==> config.mk <==
export PLATFORM = sky130hd
export DESIGN_NAME = fp_issue_to_regread_pipe_reg
export DESIGN_NICKNAME = d
export VERILOG_FILES = /design/src/rtl/fp_issue_to_regread_pipe_reg_pkg.sv /design/src/rtl/fp_issue_to_regread_pipe_reg_lane.sv /design/src/rtl/fp_issue_to_regread_pipe_reg.sv
export SDC_FILE = /design/constraint.sdc
export NUM_CORES = 1
export LEC_CHECK = 0
export ABC_AREA = 1
export CAP_MARGIN = 20
export CORE_MARGIN = 1
export CORE_UTILIZATION = 41
export DETAILED_ROUTE_END_ITERATION = 8
export GPL_TIMING_DRIVEN = 0
export MAX_ROUTING_LAYER = met4
export PLACE_DENSITY = 0.83
export SYNTH_ARGS = -nofsm -noshare
export SYNTH_HDL_FRONTEND = slang
export SYNTH_SLANG_ARGS = --single-unit
export TNS_END_PERCENT = 5
==> constraint.sdc <==
create_clock -name clk -period 7.36 [get_ports clk]
set_clock_uncertainty 0.2 [all_clocks]
set_input_delay 1.472 -clock clk [delete_from_list [all_inputs] [get_ports clk]]
set_output_delay 1.472 -clock clk [all_outputs]
set_load 0.1 [all_outputs]
==> src/rtl/fp_issue_to_regread_pipe_reg_pkg.sv <==
// Shared types and helpers for the FP issue-to-register-read pipeline register.
// The age comparison is shared with other recovery logic, so it lives here.
package fp_issue_to_regread_pipe_reg_pkg;

  localparam int FP_ISSUE_WIDTH = 2;
  localparam int AL_INDEX_WIDTH = 6;
  localparam int AL_PTR_WIDTH   = AL_INDEX_WIDTH + 1;

  typedef struct packed {
    logic                      wrap;
    logic [AL_INDEX_WIDTH-1:0] index;
  } al_ptr_t;

  // True when p is the same age as r or younger; the wrap bit disambiguates wrap-around.
  function automatic logic is_younger_or_equal(al_ptr_t p, al_ptr_t r);
    logic res;
    if (p.wrap == r.wrap) begin
      res = (p.index >= r.index);
    end else begin
      res = (p.index < r.index);
    end
    return res;
  endfunction

endpackage

==> src/rtl/fp_issue_to_regread_pipe_reg_lane.sv <==
// One lane of the FP issue-to-register-read register: valid, payload and
// active-list pointer flops with hold, full flush and selective kill.
module fp_pipe_reg_lane
  import fp_issue_to_regread_pipe_reg_pkg::*;
#(
  parameter int PAYLOAD_WIDTH = 64
) (
  input  logic                     clk,
  input  logic                     rst,
  input  logic                     stall,
  input  logic                     clear,
  input  logic                     recover,
  input  logic [AL_PTR_WIDTH-1:0]  recover_ptr,
  input  logic                     in_valid,
  input  logic [PAYLOAD_WIDTH-1:0] in_payload,
  input  logic [AL_PTR_WIDTH-1:0]  in_al_ptr,
  output logic                     out_valid,
  output logic [PAYLOAD_WIDTH-1:0] out_payload,
  output logic [AL_PTR_WIDTH-1:0]  out_al_ptr,
  output logic                     killed
);

  logic                     valid_q;
  logic                     valid_d;
  logic [PAYLOAD_WIDTH-1:0] payload_q;
  logic [PAYLOAD_WIDTH-1:0] payload_d;
  logic [AL_PTR_WIDTH-1:0]  ptr_q;
  logic [AL_PTR_WIDTH-1:0]  ptr_d;

  logic                     cand_valid_s;
  logic [PAYLOAD_WIDTH-1:0] cand_payload_s;
  logic [AL_PTR_WIDTH-1:0]  cand_ptr_s;
  logic                     kill_s;

  // Candidate selection (held vs incoming), kill decision and next state.
  always_comb begin
    cand_valid_s   = valid_q;
    cand_payload_s = payload_q;
    cand_ptr_s     = ptr_q;
    kill_s         = 1'b0;
    if (!stall) begin
      cand_valid_s   = in_valid;
      cand_payload_s = in_payload;
      cand_ptr_s     = in_al_ptr;
    end else begin
      cand_valid_s   = valid_q;
      cand_payload_s = payload_q;
      cand_ptr_s     = ptr_q;
    end

    // Only a valid candidate can be killed, so invalid lanes never count.
    if (clear) begin
      kill_s = cand_valid_s;
    end else if (recover) begin
      kill_s = cand_valid_s &
               is_younger_or_equal(al_ptr_t'(cand_ptr_s), al_ptr_t'(recover_ptr));
    end else begin
      kill_s = 1'b0;
    end

    valid_d   = cand_valid_s & ~kill_s;
    payload_d = cand_payload_s;
    ptr_d     = cand_ptr_s;
  end

  // Lane state register.
  always_ff @(posedge clk or posedge rst) begin
    if (rst) begin
      valid_q   <= 1'b0;
      payload_q <= {PAYLOAD_WIDTH{1'b0}};
      ptr_q     <= {AL_PTR_WIDTH{1'b0}};
    end else begin
      valid_q   <= valid_d;
      payload_q <= payload_d;
      ptr_q     <= ptr_d;
    end
  end

  assign out_valid   = valid_q;
  assign out_payload = payload_q;
  assign out_al_ptr  = ptr_q;
  assign killed      = kill_s;

endmodule

==> src/rtl/fp_issue_to_regread_pipe_reg.sv <==
// Per-lane pipeline register between FP issue and FP register read, with
// a saturating count of ops killed by clear or selective recovery.
module fp_issue_to_regread_pipe_reg #(
  parameter int FP_ISSUE_WIDTH = fp_issue_to_regread_pipe_reg_pkg::FP_ISSUE_WIDTH,
  parameter int PAYLOAD_WIDTH  = 64,
  parameter int AL_INDEX_WIDTH = fp_issue_to_regread_pipe_reg_pkg::AL_INDEX_WIDTH,
  parameter int KILL_CNT_WIDTH = 16
) (
  input  logic                                     clk,
  input  logic                                     rst,
  input  logic                                     stall,
  input  logic                                     clear,
  input  logic                                     recover,
  input  logic [AL_INDEX_WIDTH:0]                  recover_ptr,
  input  logic [FP_ISSUE_WIDTH-1:0]                in_valid,
  input  logic [FP_ISSUE_WIDTH*PAYLOAD_WIDTH-1:0]  in_payload,
  input  logic [FP_ISSUE_WIDTH*(AL_INDEX_WIDTH+1)-1:0] in_al_ptr,
  output logic [FP_ISSUE_WIDTH-1:0]                out_valid,
  output logic [FP_ISSUE_WIDTH*PAYLOAD_WIDTH-1:0]  out_payload,
  output logic [FP_ISSUE_WIDTH*(AL_INDEX_WIDTH+1)-1:0] out_al_ptr,
  output logic [KILL_CNT_WIDTH-1:0]                kill_count
);

  import fp_issue_to_regread_pipe_reg_pkg::*;

  localparam int PW = PAYLOAD_WIDTH;
  localparam int AW = AL_INDEX_WIDTH + 1;

  logic [FP_ISSUE_WIDTH-1:0] lane_kill_s;
  logic [KILL_CNT_WIDTH:0]   kill_sum_s;
  logic [KILL_CNT_WIDTH-1:0] kill_cnt_q;
  logic [KILL_CNT_WIDTH-1:0] kill_cnt_d;

  for (genvar i = 0; i < FP_ISSUE_WIDTH; i++) begin : g_lane
    fp_pipe_reg_lane #(
      .PAYLOAD_WIDTH (PW)
    ) u_lane (
      .clk         (clk),
      .rst         (rst),
      .stall       (stall),
      .clear       (clear),
      .recover     (recover),
      .recover_ptr (recover_ptr),
      .in_valid    (in_valid[i]),
      .in_payload  (in_payload[i*PW +: PW]),
      .in_al_ptr   (in_al_ptr[i*AW +: AW]),
      .out_valid   (out_valid[i]),
      .out_payload (out_payload[i*PW +: PW]),
      .out_al_ptr  (out_al_ptr[i*AW +: AW]),
      .killed      (lane_kill_s[i])
    );
  end

  // Add this cycle's kills with one spare bit so overflow can be clamped.
  always_comb begin
    kill_sum_s = {1'b0, kill_cnt_q};
    for (int i = 0; i < FP_ISSUE_WIDTH; i++) begin
      kill_sum_s = kill_sum_s + {{KILL_CNT_WIDTH{1'b0}}, lane_kill_s[i]};
    end
    if (kill_sum_s[KILL_CNT_WIDTH]) begin
      kill_cnt_d = {KILL_CNT_WIDTH{1'b1}};
    end else begin
      kill_cnt_d = kill_sum_s[KILL_CNT_WIDTH-1:0];
    end
  end

  // Kill counter register.
  always_ff @(posedge clk or posedge rst) begin
    if (rst) begin
      kill_cnt_q <= {KILL_CNT_WIDTH{1'b0}};
    end else begin
      kill_cnt_q <= kill_cnt_d;
    end
  end

  assign kill_count = kill_cnt_q;

endmodule

**Word level (Yosys, flattened, before mapping)**

Index checks and enable logic that the tools add are counted.

- Add/sub/neg operators: 2
- $lt $le $gt $ge: 4
- Equality and inequality tests: 2
- Multiplexer cells: 15
- Bitwise operators: 6

Operator list:

| operator | count |
|---|---|
| adder 16 x 1 -> 17 bit | 1 |
| adder 17 x 1 -> 17 bit | 1 |
| two-way mux 16 bit | 1 |
| two-way mux 7 bit | 2 |
| greater-or-equal comparator 6 bit | 2 |
| less-than comparator 6 bit | 2 |
| two-way mux 1 bit | 12 |
| AND 1 bit | 4 |
| == test 1 bit | 2 |
| inverter 1 bit | 2 |

- Bits in registers: 160
- Input bits: 156
- Output and inout bits: 160
- Word-level logic and storage cells: 36

**Longest topological paths before layout**

Gate-level depths: netlist of the first run.

- Depth after elaboration: 11
- Mapped depth: 25
- Mapped depth without buffers: 24

**Hierarchy**

Synthesis of the first run repeated with hierarchy kept, for this count alone.

- Cells, all modules: 820
- Area, all modules: 6874.1 µm²

Modules (own cells, without submodules):

| module | times used | cells an instance | area an instance (µm²) | sequential area each (µm²) |
|---|---|---|---|---|
| fp_pipe_reg_lane | 2 | 350 | 2954.1 | 1801.7 |
| fp_issue_to_regread_pipe_reg | 1 | 120 | 965.9 | 400.4 |

**Worst setup path after synthesis of the first run**

No wires, ideal clock.

- Kind: in2reg
- Start point: in stall
- End point: reg kill_cnt_q[10] (netlist: kill_count[10])
- Library setup time: 129 ps
- Arrival: 4295 ps
- Data required time: 7031 ps
- Path slack: 2736 ps
- Stages on the path: 25
- Buffers on the path: 3
- Path through: buf_4 > buf_2 > buf_2 > nand2_1 > nand2_1 > ha_1 > nand2_1 > nor2_1 > nand2_1 > inv_1 > nor2_1 > nand2_1 > nand3_1 > nand2_1 > nand2_1 > fa_1 > inv_1 > ha_1 > nand2_2 > nor3_4 > nand3_2 > nor2_2 > nand2_1 > nand2_1 > nand3_1

- Cells in the longest elaborated chain, start to end: 11
- Elaborated cells on any way between the ends: 25
- Those cells by class: 2 x add/sub; 4 x order compare; 2 x eq/ne; 15 x mux; 2 x bitwise

RTL lines:

| element | line | source |
|---|---|---|
| start: declaration | fp_issue_to_regread_pipe_reg.sv:11 | `input logic stall,` |
| two-way mux 7 bit (*) | fp_issue_to_regread_pipe_reg_lane.sv:41 | `if (!stall) begin` |
| net g_lane[0].u_lane.cand_ptr_s[5] | fp_issue_to_regread_pipe_reg_lane.sv:32 | `logic [AL_PTR_WIDTH-1:0] cand_ptr_s;` |
| less-than comparator 6 bit / greater-or-equal comparator 6 bit (equally long branches) | fp_issue_to_regread_pipe_reg_pkg.sv:20, fp_issue_to_regread_pipe_reg_pkg.sv:18 |  |
| two-way mux 1 bit (*) | fp_issue_to_regread_pipe_reg_pkg.sv:17 | `if (p.wrap == r.wrap) begin` |
| two-way mux 1 bit (*) | fp_issue_to_regread_pipe_reg_lane.sv:54 | `end else if (recover) begin` |
| two-way mux 1 bit (*) | fp_issue_to_regread_pipe_reg_lane.sv:52 | `if (clear) begin` |
| AND 1 bit (*) | fp_issue_to_regread_pipe_reg_lane.sv:55 | `kill_s = cand_valid_s &` |
| two-way mux 1 bit (*) | fp_issue_to_regread_pipe_reg_lane.sv:54 |  |
| two-way mux 1 bit (*) | fp_issue_to_regread_pipe_reg_lane.sv:52 |  |
| adder 16 x 1 -> 17 bit (*) | fp_issue_to_regread_pipe_reg.sv:58 | `kill_sum_s = kill_sum_s + {{KILL_CNT_WIDTH{1'b0}}, lane_kill_s[i]};` |
| adder 17 x 1 -> 17 bit (*) | fp_issue_to_regread_pipe_reg.sv:58 |  |
| two-way mux 16 bit (*) | fp_issue_to_regread_pipe_reg.sv:60 | `if (kill_sum_s[KILL_CNT_WIDTH]) begin` |
| net kill_cnt_d[10] | fp_issue_to_regread_pipe_reg.sv:32 | `logic [KILL_CNT_WIDTH-1:0] kill_cnt_d;` |
| end signal: assignment | fp_issue_to_regread_pipe_reg.sv:70 | `kill_cnt_q <= {KILL_CNT_WIDTH{1'b0}};` |
| end signal: assignment | fp_issue_to_regread_pipe_reg.sv:72 | `kill_cnt_q <= kill_cnt_d;` |
| end: declaration | fp_issue_to_regread_pipe_reg.sv:31 | `logic [KILL_CNT_WIDTH-1:0] kill_cnt_q;` |

The timed path passes the listed nets; every way through them passes the cells marked *. The select of a mux whose other input is x is not followed.
A chain may end at the register's enable or synchronous reset.

**Worst setup path after layout of the first run**

- Start point: in stall
- End point: reg kill_cnt_q[11] (netlist: kill_count[11])

The elaborated chain is that of the path after synthesis.

==> run metrics, run 1 <==
outcome=completed; DIE HEIGHT=around 130 µm; Final Util=67.7%; die area=around 17,000 µm²; synthesized area per cell=between 8 and 9 µm²; top post-synthesis cells by count=nand2_1, dfrtp_1, inv_1; PostCTS Resize Cnt=0; Inst Count DP=between 1k and 1.5k; Syn Nets=between 900 and 1k; core area=between 15,000 and 20,000 µm²; Worst R2R Path Depth=22; Hold-fix buffers, CTS=0; Filler cells=1,299; final setup violating endpoints=0; grt ovf=0; Via Count=roughly 6.4k; Post-synth EDFFs=0; Layout area overhead=60.6%; # DRC=0; CTS tree=yes; antenna violations before repair=0; CP max FO=10; Routability Congestion=0.829; Syn. warnings=0; asr flop ratio synth=100%; sequential share of the synthesized area=roughly three fifths; cell with the most instances after synthesis=nand2_1; startpoint types=input port; RR Endpoint=kill_count[11]; CTS Buf Count=17; ys flop type=dfrtp_1; peak supply drop=between 150 and 200 µV; diode count=0; Design Power=3090 µW; CTS Buffer Depth=2; Hold Path Depth=2; vias per inst=4.69; Critical Path RT=approximately 7.5 ns; clock transition at the registers of the reported paths=0.06 ns; minimum clock period=between 5 and 6 ns; Syn Std Cell Area=approximately 6700 µm²; I/O pin count=316; Root Driver=clkbuf_16; final WL=21,000 µm; fraction of layout cells with a size suffix above 1=6.61%; CP max stage cell=clkbuf_1; Worst-Skew Late Latency=~0.43 ns; Critical Path Most Common Cell=nand2_1; Post-CTS Setup Repair Bufs=0; period utilization=around 75%; Critical Path Max Stage Delay=~0.6 ns; main area contributors after synthesis=dfrtp_1, nand2_1, ha_1; worst hold path class=reg -> reg; Max Freq=181 MHz; Setup Crit Path Kind=in -> reg; Mapped Cells=around 800; Hold Crit Start=g_lane[0].u_lane.out_payload[8]; die width=130 µm; Relative slew margins=between 20 and 30%; RSZ-0062 raised after global routing=no; Tot GR Track Use=around a quarter; Worst setup EP type=flop; first-pass GRT wire length=31,500 µm; initial core utilization=42.2%; area share of the largest cell type after synthesis=59.6%; synthesized flop and latch total=160; Final Hold Fails=0; Hold Path End=g_lane[0].u_lane.out_payload[8]; FP Rows=46; Arr. time, crit path=roughly 5.7 ns; antenna-violating nets left=0; max-slew violation count=0; WL/cell=15.4 µm; First DRT Iteration DRCs=between 200 and 300; Max-Cap Viols=0; reg-to-reg slack, setup=approximately 4.0 ns; Non-Filler Instances=1,365; clock sink count=160; largest net degree at the start of global routing=106; number of global-route vias before repair=6,158; pwr dens=roughly 290 nW/µm²; hpwl dp=around 16,000 µm; Pleak=0.00540 µW; RR Startpoint=g_lane[1].u_lane.out_al_ptr[0]; Max H-tree Level=4; Unique masters post-synth=28; fin nets=between 1k and 1.5k; # port buffers=315; Yosys top cell by area=dfrtp_1; Pre-antenna DRT Iters=4; Slew @ Worst Pin=about 1.1 ns
==> critical path: cells and delay by family <==
family	cells	cell delay, ns
and+or+nand+nor	14	1.38
adders and majority gates	3	0.80
buffers and inverters	8	2.02
==> kinds of logic after synthesis <==
kind of cell,share of synthesized area (%)
AND/OR/NAND/NOR,31.4
flip-flops,59.6
buffers and inverters,5.08
AO/OA/AOI/OAI,1.15
adder cells (fa/ha/maj),2.72
XOR/XNOR,0.130
==> power by group <==
part	switching, µW	internal (µW)
registers	56.0	967
logic	846	279
clock network	369	568
==> layout make-up <==
type	count	area, µm²	share of cell area, %
Sequential cell	160	4000	37.1
Timing Repair Buffer	316	3180	29.5
Multi-Input combinational cell	564	2380	22.0
Clock buffer	18	429	3.97
Tap cell	216	270	2.50
Clock inverter	13	188	1.74
Buffer	34	176	1.63
Inverter	44	173	1.60
==> per-layer routing <==
layer  global-route usage [%]  wire length [µm]
met4                     9.44               479
met2                     42.8             10400
met3                     6.52              1590
met1                     29.8              8520
met5                        -                 0
==> cell usage in the layout (no fill, tap or decap), types with 3 or more instances in the layout <==
cell type,count
nand2_1,472
clkdlybuf4s50_1,315
dfrtp_1,160
inv_1,41
buf_2,24
nand3_1,20
clkbuf_16,17
nor2_1,16
ha_1,13
o21ai_0,11
clkbuf_1,6
nor3_1,5
nand2_2,5
or2_2,4
nand4_1,4
bufinv_16,4
buf_4,3
a21oi_1,3
clkinv_2,3
==> sequential cells by signal, indices dropped and copies added (netlist names) <==
register / count
g_lane.u_lane.out_payload: 128
kill_count: 16
g_lane.u_lane.out_al_ptr: 14
g_lane.u_lane.out_valid: 2
==> stage by stage <==
stage | worst slack [ns] | hold WS (ns) | setup TNS [ns] | area (µm²)
after floorplan | 1.37 | 0.409 | 0 | 6720
after global placement | -0.990 | 0.260 | -156.34 | 10100
after detailed placement | 1.39 | 0.264 | 0 | 10200
after CTS | 1.81 | 0.280 | 0 | 10800
after global routing | 1.46 | 0.296 | 0 | 10800
final | 1.85 | 0.278 | 0 | 10800
==> worst max path at each step <==
stage,startpoint,to,slack (ns),cells after the start
after floorplan,rst,g_lane[0].u_lane.out_al_ptr[0],1.37,1
after global placement,rst,g_lane[0].u_lane.out_payload[35],-0.99,2
after detailed placement,stall,kill_count[11],1.39,25
after CTS,stall,kill_count[11],1.81,25
after global routing,stall,kill_count[10],1.46,25
final,stall,kill_count[11],1.85,25
Power figures use the tool's default switching activity.
==> run 2: changes to the inputs <==
==> constraint.sdc (replaced) <==
create_clock -name clk -period 5.25 [get_ports clk]
set_clock_uncertainty 0.2 [all_clocks]
set_input_delay 1.05 -clock clk [delete_from_list [all_inputs] [get_ports clk]]
set_output_delay 1.05 -clock clk [all_outputs]
set_load 0.1 [all_outputs]
==> run metrics, run 2 (synthesized netlist as in run 1, its figures left out) <==
outcome=completed; diode count=0 (unchanged); largest net degree at the start of global routing=40 (-62%); pwr dens=396 nW/µm² (+38%); Crit path depth=24 (-4.0%); Root Driver=clkbuf_16; max reg flops=128 (unchanged); Non-Filler Instances=1,368 (+0.22%); WL/cell=15.2 µm (-1.4%); Max H-tree Level=4 (unchanged); final setup violating endpoints=0 (unchanged); Setup Crit Path Kind=in -> reg; FP Rows=46 (unchanged); Worst R2R Path Depth=21 (-4.5%); First DRT Iteration DRCs=201 (-32%); initial core utilization=42.2% (unchanged); Worst setup EP type=flop; Critical Path RT=5.36 ns (-2.15 ns); CP max stage cell=clkdlybuf4s50_1; Pleak=0.00542 µW (+0.30%); commonest non-fill, non-tap cell in the layout=nand2_1; RSZ-0062 raised after global routing=no; Max-Cap Viols=0 (unchanged); Pre-antenna DRT Iters=5 (+1); CTS Buffer Depth=2 (unchanged); die width=130 µm (unchanged); startpoint types=input port; final WL=20,700 µm (-1.2%); I/O pin count=316 (unchanged); minimum clock period=between 4 and 5 ns; DIE HEIGHT=130 µm (unchanged); Slew @ Worst Pin=1.05 ns (-0.0122 ns); # port buffers=315 (unchanged); design area=10,800 µm² (+0.31%); hpwl dp=15,800 µm (+0.85%); first-pass GRT wire length=31,800 µm (+0.92%); Routability Congestion=0.828 (-0.12%); CTS tree=yes; most frequent cells in the layout=nand2_1, clkdlybuf4s50_1, dfrtp_1; largest delay contributor family on the critical path=simple AND/OR/NAND/NOR gates; fin nets=1,309 (+0.15%); Max Freq=about 210 MHz; core area=15,900 µm² (unchanged); worst-path cell chain=clkdlybuf4s50_1, buf_4, buf_2, buf_2, nand2_1, nand2_1, ha_1, nand2_1, nor2_1, nand2_1, nand3_1, nand2_1, nand3_1, nand2_1, nand2_1, fa_1, inv_1, ha_1, nand2_2, nor3_4, nand3_2, nor2_2, nand3_1, and2_1; # DRC=0 (unchanged); antenna-violating nets left=0 (unchanged); worst hold path class=reg -> reg; Tot GR Track Use=25.8% (+0.15 points); Hold Path Depth=2 (unchanged); grt ovf=0 (unchanged); Relative slew margins=29.8% (+0.81 points); max-slew violation count=0 (unchanged); Hold-fix buffers, CTS=0 (unchanged); CTS Buf Count=17 (unchanged); clock sink count=160 (unchanged); antenna violations before repair=0 (unchanged); fraction of layout cells with a size suffix above 1=6.86% (+0.24 points); Worst-Skew Late Latency=0.42 ns (about the same); number of global-route vias before repair=6,348 (+3.1%); CP max FO=10 (unchanged); Critical Path Most Common Cell=nand2_1; vias per inst=4.63 (-1.3%); Critical Path Max Stage Delay=0.57 ns (-0.03 ns); peak supply drop=238 µV (+30%); Post-DP Area=10,200 µm² (+0.48%); period utilization=91.2%; Via Count=6,336 (-1.1%); clock transition at the registers of the reported paths=0.06 ns (about the same); die area=16,900 µm² (unchanged); Arr. time, crit path=4.89 ns (-0.78 ns); Filler cells=1,257 (-3.2%); Final Hold Fails=0 (unchanged); Layout area overhead=61.1%; worst path buffer plus inverter count=5 (-3); Inst Count DP=1,337 (+0.22%)
run 2: tightest hold or removal path, cell delays in order (launching register included):
cell and delay [ns]:
dfrtp_1 0.34, nand2_1 0.06, nand2_1 0.05
run 2: area by class of cell:
cell class	instances	area (µm²)	share of cell area (%)
well taps	216	270	2.50
clock buffers	20	447	4.12
inverters	44	169	1.56
repair buffers	319	3230	29.8
multi-input cells	564	2380	21.9
flip-flops and latches	160	4000	37.0
plain buffers	33	173	1.59
clock inverters	12	159	1.47
run 2: metal layers:
metal | up-vias | GRT usage, % | part of all wire (%)
met3 | 34 | 6.68 | 7.8
met4 | 0 | 10.2 | 2.5
li1 | 3108 | - | -
met1 | 2949 | 28.9 | 40
met5 | - | - | 0
met2 | 245 | 43.9 | 50
run 2: path summary, 6_finish.rpt:
check / start / to / slack, ns
max in group asynchronous: rst / g_lane[0].u_lane.out_payload[16] / 3.18
setup / recovery: stall / kill_count[12] / 0.46
setup reg to reg: g_lane[1].u_lane.out_al_ptr[0] / kill_count[12] / 1.90
hold / removal: g_lane[0].u_lane.out_payload[57] / g_lane[0].u_lane.out_payload[57] / 0.28
hold reg to reg: g_lane[0].u_lane.out_payload[57] / g_lane[0].u_lane.out_payload[57] / 0.28
min in group asynchronous: rst / g_lane[0].u_lane.out_payload[58] / 0.84
run 2: power by group:
| part | internal (µW) | switching [µW] |
|---|---|---|
| clock | 766 | 505 |
| sequential | 1360 | 80.1 |
| combinational | 394 | 1180 |
run 2: stage by stage:
stage | hold WS (ns) | power [µW] | setup TNS (ns) | util, % | worst slack [ns]
6_report | 0.277 | 4290 | 0 | 67.9 | 0.462
5_1_grt | 0.291 | 4440 | 0 | 67.9 | 0.120
4_1_cts | 0.281 | 4310 | 0 | 68.0 | 0.151
3_5_place_dp | 0.264 | 3040 | -3.89 | 64.2 | -0.295
3_3_place_gp | 0.259 | 3010 | -2.48 | 63.7 | -0.208
2_1_floorplan | 0.409 | 2560 | 0 | - | 1.05
run 2: repair_timing:
action                                  in CTS  in global routing
resized for setup                            0                  0
endpoints found under the setup margin       0                 13
buffers inserted                             0                  0
